[src/rtl/cache_pkg.sv]
// Shared L1 cache types and tree-PLRU helpers (victim decode, next-state update).
// Latency: n/a (pure types and combinational functions).
// Backpressure: n/a.
package cache_pkg;

  localparam int PLRU_W = 3;
  localparam int WAYS   = 4;
  localparam int WAY_W  = 2;

  // Bit positions inside the 3-bit tree: root, left node {0,1}, right node {2,3}.
  localparam int PLRU_ROOT = 2;
  localparam int PLRU_L    = 1;
  localparam int PLRU_R    = 0;

  typedef logic [PLRU_W-1:0] plru_t;
  typedef logic [WAY_W-1:0]  way_t;

  typedef enum logic {
    ST_INIT = 1'b0,
    ST_RUN  = 1'b1
  } ctrl_state_t;

  // Follow the tree towards the LRU leaf.
  function automatic way_t plru_victim(plru_t p);
    way_t w;
    if (p[PLRU_ROOT]) w = p[PLRU_R] ? way_t'(3) : way_t'(2);
    else              w = p[PLRU_L] ? way_t'(1) : way_t'(0);
    return w;
  endfunction

  // Point every node on the path to the accessed way away from it.
  function automatic plru_t plru_next(plru_t p, way_t w);
    plru_t n;
    n = p;
    case (w)
      way_t'(0): begin n[PLRU_ROOT] = 1'b1; n[PLRU_L] = 1'b1; end
      way_t'(1): begin n[PLRU_ROOT] = 1'b1; n[PLRU_L] = 1'b0; end
      way_t'(2): begin n[PLRU_ROOT] = 1'b0; n[PLRU_R] = 1'b1; end
      default:   begin n[PLRU_ROOT] = 1'b0; n[PLRU_R] = 1'b0; end
    endcase
    return n;
  endfunction

endpackage

[src/rtl/plru_repl_ctrl_if.sv]
// Access request / replacement response bundle between tag-compare and the PLRU controller.
// Latency: n/a (wires only).
// Backpressure: requester holds acc_valid until acc_ready; responses are unthrottled pulses.
interface plru_repl_ctrl_if #(
  parameter int SET_W = 6
);
  import cache_pkg::*;

  logic             acc_valid;
  logic             acc_ready;
  logic [SET_W-1:0] acc_set;
  logic             acc_hit;
  way_t             acc_way;

  logic             rsp_valid;
  logic [SET_W-1:0] rsp_set;
  way_t             rsp_way;
  plru_t            rsp_plru;

  modport master (
    output acc_valid, acc_set, acc_hit, acc_way,
    input  acc_ready, rsp_valid, rsp_set, rsp_way, rsp_plru
  );

  modport slave (
    input  acc_valid, acc_set, acc_hit, acc_way,
    output acc_ready, rsp_valid, rsp_set, rsp_way, rsp_plru
  );

endinterface

[src/rtl/plru_repl_ctrl_victim_sel.sv]
// Chooses the way for an access (hit way or PLRU victim) and the updated tree state.
// Latency: combinational.
// Backpressure: none.
module plru_victim_sel
  import cache_pkg::*;
(
  input  plru_t plru,
  input  logic  hit,
  input  way_t  hit_way,
  output way_t  way,
  output plru_t new_plru
);

  assign way      = hit ? hit_way : plru_victim(plru);
  assign new_plru = plru_next(plru, way);

endmodule

[src/rtl/plru_repl_ctrl.sv]
// Per-set 4-way tree-PLRU store: picks victim/hit way, writes back state, clear sweep on reset/flush.
// Latency: response registered two edges after the request is presented (accept edge + writeback edge).
// Backpressure: acc_ready low only during the clear sweep or a flush cycle; otherwise 1 access/cycle.
module plru_repl_ctrl
  import cache_pkg::*;
#(
  parameter int NUM_SETS = 64
) (
  input  logic            clk,
  input  logic            rst_n,
  input  logic            flush,
  output logic            init_done,
  plru_repl_ctrl_if.slave bus
);

  localparam int SET_W = $clog2(NUM_SETS);

  ctrl_state_t      state;
  logic [SET_W-1:0] cnt;

  // Stage-1 holds the accepted access while its PLRU state is being updated.
  logic             s1_vld;
  logic [SET_W-1:0] s1_set;
  logic             s1_hit;
  way_t             s1_way;
  plru_t            s1_plru;

  way_t             sel_way;
  plru_t            new_plru;

  // State array deliberately has no reset; the INIT sweep clears it.
  plru_t            plru_mem [NUM_SETS];

  logic             accept;
  logic             fwd;

  assign bus.acc_ready = (state == ST_RUN) & ~flush;
  assign accept        = bus.acc_valid & bus.acc_ready;
  assign init_done     = (state == ST_RUN);

  // A request to the set being written back this edge must see the new value.
  assign fwd = s1_vld & (s1_set == bus.acc_set);

  plru_victim_sel u_sel (
    .plru     (s1_plru),
    .hit      (s1_hit),
    .hit_way  (s1_way),
    .way      (sel_way),
    .new_plru (new_plru)
  );

  // Sweep/run control; flush restarts the sweep from set 0 in either state.
  always_ff @(posedge clk or negedge rst_n) begin
    if (!rst_n) begin
      state <= ST_INIT;
      cnt   <= '0;
    end else if (flush) begin
      state <= ST_INIT;
      cnt   <= '0;
    end else if (state == ST_INIT) begin
      cnt <= cnt + 1'b1;
      if (cnt == SET_W'(NUM_SETS - 1)) state <= ST_RUN;
    end
  end

  // Array write port: sweep clears one set per cycle, otherwise stage-1 writes back.
  always_ff @(posedge clk) begin
    if (state == ST_INIT)  plru_mem[cnt]    <= '0;
    else if (s1_vld)       plru_mem[s1_set] <= new_plru;
  end

  // Accept stage: capture the request and read (or forward) its PLRU state.
  always_ff @(posedge clk or negedge rst_n) begin
    if (!rst_n) begin
      s1_vld  <= 1'b0;
      s1_set  <= '0;
      s1_hit  <= 1'b0;
      s1_way  <= '0;
      s1_plru <= '0;
    end else begin
      s1_vld <= accept;
      if (accept) begin
        s1_set  <= bus.acc_set;
        s1_hit  <= bus.acc_hit;
        s1_way  <= bus.acc_way;
        s1_plru <= fwd ? new_plru : plru_mem[bus.acc_set];
      end
    end
  end

  // Response registers: one-cycle pulse per completed writeback.
  always_ff @(posedge clk or negedge rst_n) begin
    if (!rst_n) begin
      bus.rsp_valid <= 1'b0;
      bus.rsp_set   <= '0;
      bus.rsp_way   <= '0;
      bus.rsp_plru  <= '0;
    end else begin
      bus.rsp_valid <= s1_vld;
      if (s1_vld) begin
        bus.rsp_set  <= s1_set;
        bus.rsp_way  <= sel_way;
        bus.rsp_plru <= new_plru;
      end
    end
  end

endmodule

[src/flat_wrapper.sv]
// flat-port wrapper written by rule: the top's interface ports become plain ports
module plru_repl_ctrl_flat import cache_pkg::*;
#(
  parameter int NUM_SETS = 64
)
  (clk, rst_n, flush, init_done, bus_acc_valid, bus_acc_set, bus_acc_hit, bus_acc_way, bus_acc_ready, bus_rsp_valid, bus_rsp_set, bus_rsp_way, bus_rsp_plru);
  plru_repl_ctrl_if #(.SET_W((6))) bus_i ();
  input  logic clk;
  input  logic rst_n;
  input  logic flush;
  output logic init_done;
  input wire logic [$bits(bus_i.acc_valid)-1:0] bus_acc_valid;
  input wire logic [$bits(bus_i.acc_set)-1:0] bus_acc_set;
  input wire logic [$bits(bus_i.acc_hit)-1:0] bus_acc_hit;
  input wire logic [$bits(bus_i.acc_way)-1:0] bus_acc_way;
  output wire logic [$bits(bus_i.acc_ready)-1:0] bus_acc_ready;
  output wire logic [$bits(bus_i.rsp_valid)-1:0] bus_rsp_valid;
  output wire logic [$bits(bus_i.rsp_set)-1:0] bus_rsp_set;
  output wire logic [$bits(bus_i.rsp_way)-1:0] bus_rsp_way;
  output wire logic [$bits(bus_i.rsp_plru)-1:0] bus_rsp_plru;
  assign bus_i.acc_valid = bus_acc_valid;
  assign bus_i.acc_set = bus_acc_set;
  assign bus_i.acc_hit = bus_acc_hit;
  assign bus_i.acc_way = bus_acc_way;
  assign bus_acc_ready = bus_i.acc_ready;
  assign bus_rsp_valid = bus_i.rsp_valid;
  assign bus_rsp_set = bus_i.rsp_set;
  assign bus_rsp_way = bus_i.rsp_way;
  assign bus_rsp_plru = bus_i.rsp_plru;
  plru_repl_ctrl #(.NUM_SETS(NUM_SETS)) u_core (.clk(clk), .rst_n(rst_n), .flush(flush), .init_done(init_done), .bus(bus_i));
endmodule
[config.mk]
export PLATFORM = sky130hd
export DESIGN_NAME = plru_repl_ctrl_flat
export DESIGN_NICKNAME = d
export VERILOG_FILES = /design/src/rtl/cache_pkg.sv /design/src/rtl/plru_repl_ctrl_if.sv /design/src/rtl/plru_repl_ctrl_victim_sel.sv /design/src/rtl/plru_repl_ctrl.sv /design/src/flat_wrapper.sv
export SDC_FILE = /design/constraint.sdc
export NUM_CORES = 1
export LEC_CHECK = 0
export ABC_AREA = 1
export BUFFER_PORTS_ARGS = -buffer_cell sky130_fd_sc_hd__buf_4
export CAP_MARGIN = 25
export CORE_MARGIN = 10
export CORE_UTILIZATION = 62
export DETAILED_ROUTE_END_ITERATION = 12
export PLACE_DENSITY = 0.79
export SETUP_SLACK_MARGIN = 0.4
export SYNTH_ARGS = -nofsm -noshare
export SYNTH_HDL_FRONTEND = slang
export SYNTH_SLANG_ARGS = --single-unit
[constraint.sdc]
create_clock -name clk -period 4.62 [get_ports clk]
set_clock_uncertainty 0.1 [all_clocks]
set_input_delay 0 -clock clk [delete_from_list [all_inputs] [get_ports clk]]
set_output_delay 0 -clock clk [all_outputs]
set_load 0.005 [all_outputs]
==> out/metrics.cfg, run 1 <==
[grt]
grt_max_degree=98
grt_pass1_wl_um=34400
grt_use_met2_pct=32.5
met1_usage_pct=26.3
overflow=0
use_met3_pct=3.88
grt_antenna_before_repair=0
busiest_layer=met2
grt.total_usage_pct=20.0
first_global_vias=6561

[cells_and_area]
nets=954
drive_gt1_share_pct=9.61
fin_util_pct=70.6
n_antenna_cell=0
syn_to_final_growth_pct=11.2

[sta]
slew_headroom_pct=34.8
slew_violations=0
fin_ws_ps=1560
fin_crit_sh_pct=66.3
hold-worst-slack_ps=-41.9
worst_pin_slew_ps=979
tns_ps=0
rsz0062_at_grt=no
hold_viol_final=1
period_minus_slack_ps=3060
setup_viol=0
max_freq_mhz=327

[routing]
detail_route.wl_per_cell_um=18.5
drt-initial-drc-count=852
drc=0
dr.pass1.iters=5
vias_per_cell=5.78
via_count=6754
ant_nets=0
wirelength_um=21600

[place]
gp_congestion=0.847
dpl_worst_slack_ps=1620
io_buffers=26
dp_hpwl_um=12700

[clock_tree]
postCtsSetupBuffers=0
cts_made_buffers=23
cts.sinks=224
path_clk_slew_ps=60
ctsHtreeMaxLevel=1
cts_resized=0
cts_hold_buf=9
root_buffer=clkbuf_16
clock_latency_ps=510
ctsLongestPathBuffers=3
cts_tree=yes

[floorplan]
core_um2=15300
die-width_um=145
num_rows=45
io_pins=27
initial_core_util_pct=63.4
die_h_um=145
die-area_um2=21000

[critical_path]
rrSetupSlack_ps=1560
critPathCapture=u_core.plru_mem[60][1]
cp_max_fo=13
r2r_end=u_core.plru_mem[60][1]
r2r_cells=4
setup.worst_path.end_class=flop
arrival_ps=3140
path_class=flop to flop
worstSetupStartpointType=flop
worstReg2RegStart=u_core.s1_vld
critical_path_required_ps=4700
crit_path_start=u_core.s1_vld

[synth]
yosysWarningCount=0
syn_nets=934
synth_edf_count=192
synthTopCellsByCount=311 x nand2_1, 192 x edfxtp_1, 172 x nand3_1
seq_area_frac_synth_pct=67.8
synth.top_cell.area_share_pct=59.6
netlist_instances=920
synthFlopType=edfxtp_1
ys_types=34
yosysTopAreaCell=edfxtp_1
async_flop_share_pct=14.3
netlist_area_um2=9680
avgSynthCellArea_um2=10.5
synth_area_leaders=edfxtp_1 60%, nand2_1 12%, nand3_1 8.9%, dfrtp_1 8.3%, nor2_1 2.5%
ys_ff_latch=224
yosysMostFrequentCell=nand2_1

[hold_path]
min_delay_path_depth=4
worstHoldPathType=input pin to flop

[status]
status=finished, violations left
violations=hold timing

[pwr]
p_leak_nw=4.32
peakVddDrop_mv=0.302
p_per_area_nw_per_um2=390

[flow_run]
cap_violations=0

[layout make-up]
class / count / area, µm²
repair buffers: 42 / 360
well taps: 211 / 264
multi-input cells: 619 / 2770
fillers: 1084 / 4490
clock inverters: 10 / 77.6
inverters: 30 / 115
clock buffers: 32 / 609
flip-flops and latches: 224 / 6570
[worst min-delay path by stage]
stage,startpoint,endpoint,slack [ps]
3_3_place_gp,rst_n,u_core.cnt[3],-150
5_1_grt,bus_acc_set[0],u_core.s1_set[0],2
6_report,bus_acc_set[0],u_core.s1_set[0],-40
4_1_cts,bus_acc_set[3],u_core.s1_plru[0],4
2_1_floorplan,rst_n,u_core.bus.rsp_plru[0],-400
3_5_place_dp,rst_n,u_core.cnt[3],-150
[sequential cells by signal (all words and copies together), names as in the netlist]
register / flops
u_core.bus.rsp_way: 2
u_core.bus.rsp_plru: 3
u_core.cnt: 6
u_core.bus.rsp_valid: 1
u_core.s1_set: 6
u_core.s1_hit: 1
u_core.bus.rsp_set: 6
u_core.s1_vld: 1
u_core.s1_plru: 3
u_core.s1_way: 2
u_core.init_done: 1
u_core.plru_mem: 192
[cell families after synthesis]
group | Yosys count | share of synthesized area (%)
fa+ha+maj | 1 | 0.129
flops | 224 | 67.8
compound gates | 33 | 2.24
simple gates | 584 | 26.1
xor+xnor | 1 | 0.0905
buf+inv | 77 | 3.58
[report_power, final]
group | switching [mW] | internal (mW)
clock | 0.729 | 0.978
combinational | 0.181 | 0.0859
sequential | 0.0199 | 2.20
total | 0.931 | 3.26
[per-layer routing]
layer / vias to the layer above / routed length (µm)
met4: 0 / 796
met1: 3160 / 8970
met5: - / 0
li1: 3219 / -
met2: 318 / 10100
met3: 57 / 1760
[cell usage in the layout, fill, tap and decap left out, types with 2 or more instances in the layout]
cell,count
a21oi_1,9
buf_12,2
buf_4,32
clkbuf_1,9
clkbuf_16,23
clkinv_1,6
clkinv_2,4
dfrtp_1,32
dlygate4sd3_1,8
edfxtp_1,192
inv_1,20
inv_2,6
nand2_1,311
nand2_2,5
nand2_4,3
nand3_1,172
nand3_2,3
nand4_1,9
nor2_1,63
nor2_2,3
nor2_4,2
nor3_1,2
nor4_1,9
o21ai_0,15
o21ai_1,2
o21ai_4,4
[metrics by stage]
stage          instance area, µm²  total power [mW]  instances
3_3_place_gp                 9960              2.51       1116
5_1_grt                     10800              4.33       1168
4_1_cts                     10700              4.21       1167
6_report                    10800              4.20       1168
2_1_floorplan                9680              2.43        920
3_5_place_dp                 9960              2.52       1116
[worst max-delay path: stages (launching register included)]
cell and delay [ps]:
dfrtp_1 600, nand2_4 250, o21ai_1 710, nand4_1 630
nor2_1 430
Note: power is estimated with default switching activity, not from simulation.
==> inputs of run 2 (changes only) <==
--- a/config.mk
+++ b/config.mk
@@ -9,9 +9,9 @@
 export BUFFER_PORTS_ARGS = -buffer_cell sky130_fd_sc_hd__buf_4
 export CAP_MARGIN = 25
 export CORE_MARGIN = 10
-export CORE_UTILIZATION = 62
+export CORE_UTILIZATION = 56
 export DETAILED_ROUTE_END_ITERATION = 12
-export PLACE_DENSITY = 0.79
+export PLACE_DENSITY = 0.76
 export SETUP_SLACK_MARGIN = 0.4
 export SYNTH_ARGS = -nofsm -noshare
 export SYNTH_HDL_FRONTEND = slang
==> constraint.sdc (replaced) <==
create_clock -name clk -period 2.6 [get_ports clk]
set_clock_uncertainty 0.1 [all_clocks]
set_input_delay 0 -clock clk [delete_from_list [all_inputs] [get_ports clk]]
set_output_delay 0 -clock clk [all_outputs]
set_load 0.005 [all_outputs]
==> run 2 against run 1 <==
Against the previous run: the run now ends clean; wire length rose by 3.4%; register-to-register slack worse by 1100 ps; maximum frequency grew 42%; setup slack got worse by 1100 ps; global-route usage fell by 0.66 points; combinational power increased by 100%; flip-flop and latch count unchanged; sequential power grew 78%; critical path type unchanged; critical endpoint is now u_core.plru_mem[48][0].
==> out/metrics.cfg, run 2 (same netlist as run 1, synthesis figures left out) <==
[clock_tree]
path_clk_slew_ps=60
clock_latency_ps=510
cts.sinks=224
cts_made_buffers=23
root_buffer=clkbuf_16
ctsHtreeMaxLevel=1
cts_tree=yes
ctsLongestPathBuffers=3

[routing]
drt-initial-drc-count=785
vias_per_cell=5.75
ant_nets=0
dr.pass1.iters=6
detail_route.wl_per_cell_um=18.5
wirelength_um=22300
via_count=6961
drc=0

[cells_and_area]
nFillCells=1250
syn_to_final_growth_pct=16.3
n_antenna_cell=0
final_cell_mix=311 x nand2_1, 192 x edfxtp_1, 172 x nand3_1
top_register=u_core.plru_mem
layout_commonest_cell=nand2_1
largest_register_ffs=192
nets=982
drive_gt1_share_pct=16.0

[sta]
rsz0062_at_grt=yes
period_minus_slack_ps=2160
slew_headroom_pct=59.5
fin_crit_sh_pct=83.0
hold_viol_final=0
max_freq_mhz=463
worst_pin_slew_ps=608
slew_violations=0
setup_viol=0
tns_ps=0
hold-worst-slack_ps=14.2

[floorplan]
die-width_um=151
num_rows=48
core_um2=17100
io_pins=27
die-area_um2=22900
initial_core_util_pct=56.5
die_h_um=151

[critical_path]
worstSetupStartpointType=flop
cp_max_fo=12
path_class=flop to flop
path_cells=nand2_8 -> o21ai_4 -> inv_2 -> nor2_2 -> nand3_4 -> nor2_1
arrival_ps=2260
setup.worst_path.end_class=flop
path_delay_family=simple AND/OR/NAND/NOR gates
cp_slowest_cell=dfrtp_1
rrSetupSlack_ps=440
critical_path_required_ps=2700
slowest_delay_ps=440
path_buf_inv=1

[place]
io_buffers=26
gp_congestion=0.824
dp_hpwl_um=13000

[pwr]
p_leak_nw=4.47
total_power_mw=7.55
p_per_area_nw_per_um2=671
peakVddDrop_mv=0.579

[grt]
grt.total_usage_pct=19.4
grt_pass1_wl_um=34800
overflow=0
first_global_vias=6567
grt_max_degree=98
grt_antenna_before_repair=0

[status]
status=completed

[hold_path]
worstHoldPathType=input pin to flop

[flow_run]
cap_violations=0

[run 2: cell count changes in the layout (fill, tap and decap cells not counted), moves of 3 or more]
| cell | previous run | this run |
|---|---|---|
| clkbuf_1 | 9 | 4 |
| nor4_2 | 0 | 7 |
| nor4_1 | 9 | 1 |
| nor2_2 | 3 | 31 |
| nand3_4 | 0 | 3 |
| dlygate4sd3_1 | 8 | 12 |
| nor2_1 | 63 | 35 |
| buf_4 | 32 | 50 |
| buf_12 | 2 | 6 |
| clkinvlp_4 | 1 | 4 |
| nand3_2 | 3 | 0 |
[run 2: what timing repair did]
item                                   CTS  global route
pin swaps                                0             3
setup endpoints to repair               21           246
hold buffers                            13             0
cloned                                   0             0
gates resized for setup                  4            42
setup buffers                            0             7
endpoints found under the hold margin   52             0
[run 2: worst paths after layout]
check	depth (start not counted)	endpoint	from
setup / recovery	6	u_core.plru_mem[48][0]	u_core.s1_vld
hold / removal	7	u_core.s1_plru[2]	bus_acc_set[3]
setup reg to reg	6	u_core.plru_mem[48][0]	u_core.s1_vld
hold reg to reg	2	u_core.bus.rsp_set[3]	u_core.bus.rsp_set[3]
max in group asynchronous	4	u_core.bus.rsp_set[0]	rst_n
min in group asynchronous	4	u_core.cnt[5]	rst_n
[run 2: power by group]
part	internal [mW]	leakage, nW	switching (mW)
sequential	3.91	2.50	0.0379
clock	1.74	0.340	1.33
combinational	0.189	1.63	0.347
[run 2: routing by layer]
metal  GRT usage, %  up-vias  share of wire, %
met5              0        -                 0
met4           7.75        0               3.3
met3           3.77       62               9.1
met2           30.9      326                47
met1           25.7     3304                40
li1               -     3269                 -
[run 2: metrics by stage]
| stage | cell area (µm²) | worst slack (ps) | util (%) | instances |
|---|---|---|---|---|
| 2_1_floorplan | 9690 | 485 | - | 920 |
| 3_3_place_gp | 10200 | 375 | 59.4 | 1148 |
| 3_5_place_dp | 10200 | 283 | 59.4 | 1148 |
| 4_1_cts | 11000 | 305 | 64.5 | 1203 |
| 5_1_grt | 11300 | 299 | 65.8 | 1210 |
| 6_report | 11300 | 442 | 65.8 | 1210 |
[run 2: layout make-up]
| type | count | area [µm²] | area share [%] |
|---|---|---|---|
| Clock inverter | 15 | 118 | 1.05 |
| Timing Repair Buffer | 70 | 642 | 5.70 |
| Multi-Input combinational cell | 619 | 2940 | 26.1 |
| Inverter | 30 | 119 | 1.06 |
| Clock buffer | 27 | 591 | 5.25 |
| Tap cell | 225 | 282 | 2.50 |
| Sequential cell | 224 | 6570 | 58.3 |
[run 2: worst min-delay path, cell delays in order]
cell	delay [ps]
buf_4	170
nand2_1	80
nand3_1	60
nand3_1	70
nand3_1	90
nand2_1	70
nand2_1	50
==> inputs of run 3 (changes only) <==
--- a/config.mk
+++ b/config.mk
@@ -9,9 +9,9 @@
 export BUFFER_PORTS_ARGS = -buffer_cell sky130_fd_sc_hd__buf_4
 export CAP_MARGIN = 25
 export CORE_MARGIN = 10
-export CORE_UTILIZATION = 56
+export CORE_UTILIZATION = 62
 export DETAILED_ROUTE_END_ITERATION = 12
-export PLACE_DENSITY = 0.76
+export PLACE_DENSITY = 0.79
 export SETUP_SLACK_MARGIN = 0.4
 export SYNTH_ARGS = -nofsm -noshare
 export SYNTH_HDL_FRONTEND = slang
==> constraint.sdc (replaced) <==
create_clock -name clk -period 2.2 [get_ports clk]
set_clock_uncertainty 0.1 [all_clocks]
set_input_delay 0 -clock clk [delete_from_list [all_inputs] [get_ports clk]]
set_output_delay 0 -clock clk [all_outputs]
set_load 0.005 [all_outputs]
==> run 3 against run 2 <==
Against the previous run: flip-flop and latch count unchanged; highest routed layer unchanged; critical path type unchanged; critical path depth up 6; register-to-register slack worse by 330 ps; cell area up 13%; setup slack worse by 330 ps; clock power up 22%; worst hold slack better by 52 ps; maximum frequency up 3.5%; power up 23%.
==> out/metrics.cfg, run 3 (same netlist as run 1, synthesis figures left out) <==
[status]
status=completed

[place]
place_area_um2=10400
dp_hpwl_um=13800
io_buffers=26
gp_congestion=0.854
dpl_worst_slack_ps=118

[pwr]
p_per_area_nw_per_um2=733
total_power_mw=9.31
p_leak_nw=5.00
peakVddDrop_mv=0.686

[floorplan]
initial_core_util_pct=63.4
core_um2=15300
num_rows=45
die-width_um=145
die_h_um=145
die-area_um2=21000
io_pins=27

[sta]
slew_headroom_pct=56.9
fin_ws_ps=115
fin_crit_sh_pct=94.8
rsz0062_at_grt=yes
period_minus_slack_ps=2080
worst_pin_slew_ps=646
max_freq_mhz=480
setup_viol=0
hold_viol_final=0
slew_violations=0
tns_ps=0

[routing]
ant_nets=0
detail_route.wl_per_cell_um=22.9
drc=0
drt-initial-drc-count=1268
vias_per_cell=6.27
dr.pass1.iters=6
wirelength_um=28800
via_count=7877

[clock_tree]
root_buffer=clkbuf_16
clock_latency_ps=540
cts_tree=yes
path_clk_slew_ps=60
cts.sinks=224
cts_made_buffers=23
ctsLongestPathBuffers=3
ctsHtreeMaxLevel=1

[critical_path]
critical_path_required_ps=2510
path_class=flop to flop
setup.worst_path.end_class=flop
worstSetupStartpointType=flop
cp_max_fo=6
arrival_ps=2400

[cells_and_area]
nFillCells=722
top_register=u_core.plru_mem
nets=1042
n_antenna_cell=0
drive_gt1_share_pct=26.8
layout_commonest_cell=nand2_1
multi_input_area_um2=3500
fin_util_pct=83.2
final_cell_mix=296 x nand2_1, 192 x edfxtp_1, 165 x nand3_1
largest_register_ffs=192
syn_to_final_growth_pct=31.2
seq_area_um2=6570
final_area_um2=12700

[grt]
met1_usage_pct=29.9
overflow=0
first_global_vias=7475
grt_max_degree=69
grt_antenna_before_repair=0
grt_use_met2_pct=40.6
grt_pass1_wl_um=41400
grt.total_usage_pct=24.4
busiest_layer=met2
use_met3_pct=4.53

[flow_run]
cap_violations=0

[hold_path]
worstHoldPathType=input pin to flop

-- run 3: repair_timing --
action                                 4_1_cts  5_1_grt
resized for setup                          149       50
endpoints found under the hold margin       48        8
pin swaps                                   24       26
cloned                                       6        1
setup buffers                               38       17
hold buffers                                10        1
setup endpoints to repair                  323      335
-- run 3: area by class of cell --
cell class | count | share of cell area, %
clock buffer | 31 | 4.94
tap | 211 | 2.08
clock inverter | 11 | 0.709
timing repair buffer | 129 | 11.9
multi-input combinational | 620 | 27.5
inverter | 30 | 1.10
sequential | 224 | 51.7
-- run 3: worst max-delay path, stage by stage, from the launching register on --
cell and delay [ps]:
dfrtp_2 410, nand2_4 110, buf_12 160, o21ai_4 230, clkinv_4 140, nand2_2 90, nand2_2 60, nor2_2 130
nand2_2 80, nor2_4 180, a21oi_1 100, nand2_1 100, nand2_1 70
-- run 3: path summary, 6_finish.rpt --
path                       slack [ps]  cells after the start                  start                     to
setup / recovery                  120                     12       u_core.init_done      u_core.s1_plru[1]
hold / removal                     70                      7         bus_acc_set[3]      u_core.s1_plru[2]
setup reg to reg                  120                     12       u_core.init_done      u_core.s1_plru[1]
hold reg to reg                   390                      2  u_core.bus.rsp_set[4]  u_core.bus.rsp_set[4]
max in group asynchronous        1410                      4                  rst_n          u_core.s1_vld
min in group asynchronous         410                      4                  rst_n          u_core.cnt[3]
-- run 3: power by group --
group / internal (mW) / switching (mW) / leakage, nW / total [mW]
sequential: 4.62 / 0.0543 / 2.50 / 4.68
clock: 2.13 / 1.62 / 0.359 / 3.75
combinational: 0.335 / 0.549 / 2.15 / 0.884
-- run 3: through the flow --
step	instances	hold WS, ps
finish	1256	66.1
global route	1256	83.6
detailed placement	1141	-147
CTS	1237	10.7
floorplan	920	-396
global placement	1141	-148
-- run 3: routing by layer --
layer  share of wire [%]  wire (µm)
met4                 6.2       1800
met2                  49      14100
met3                  10       2990
met1                  34       9850
met5                   0          0
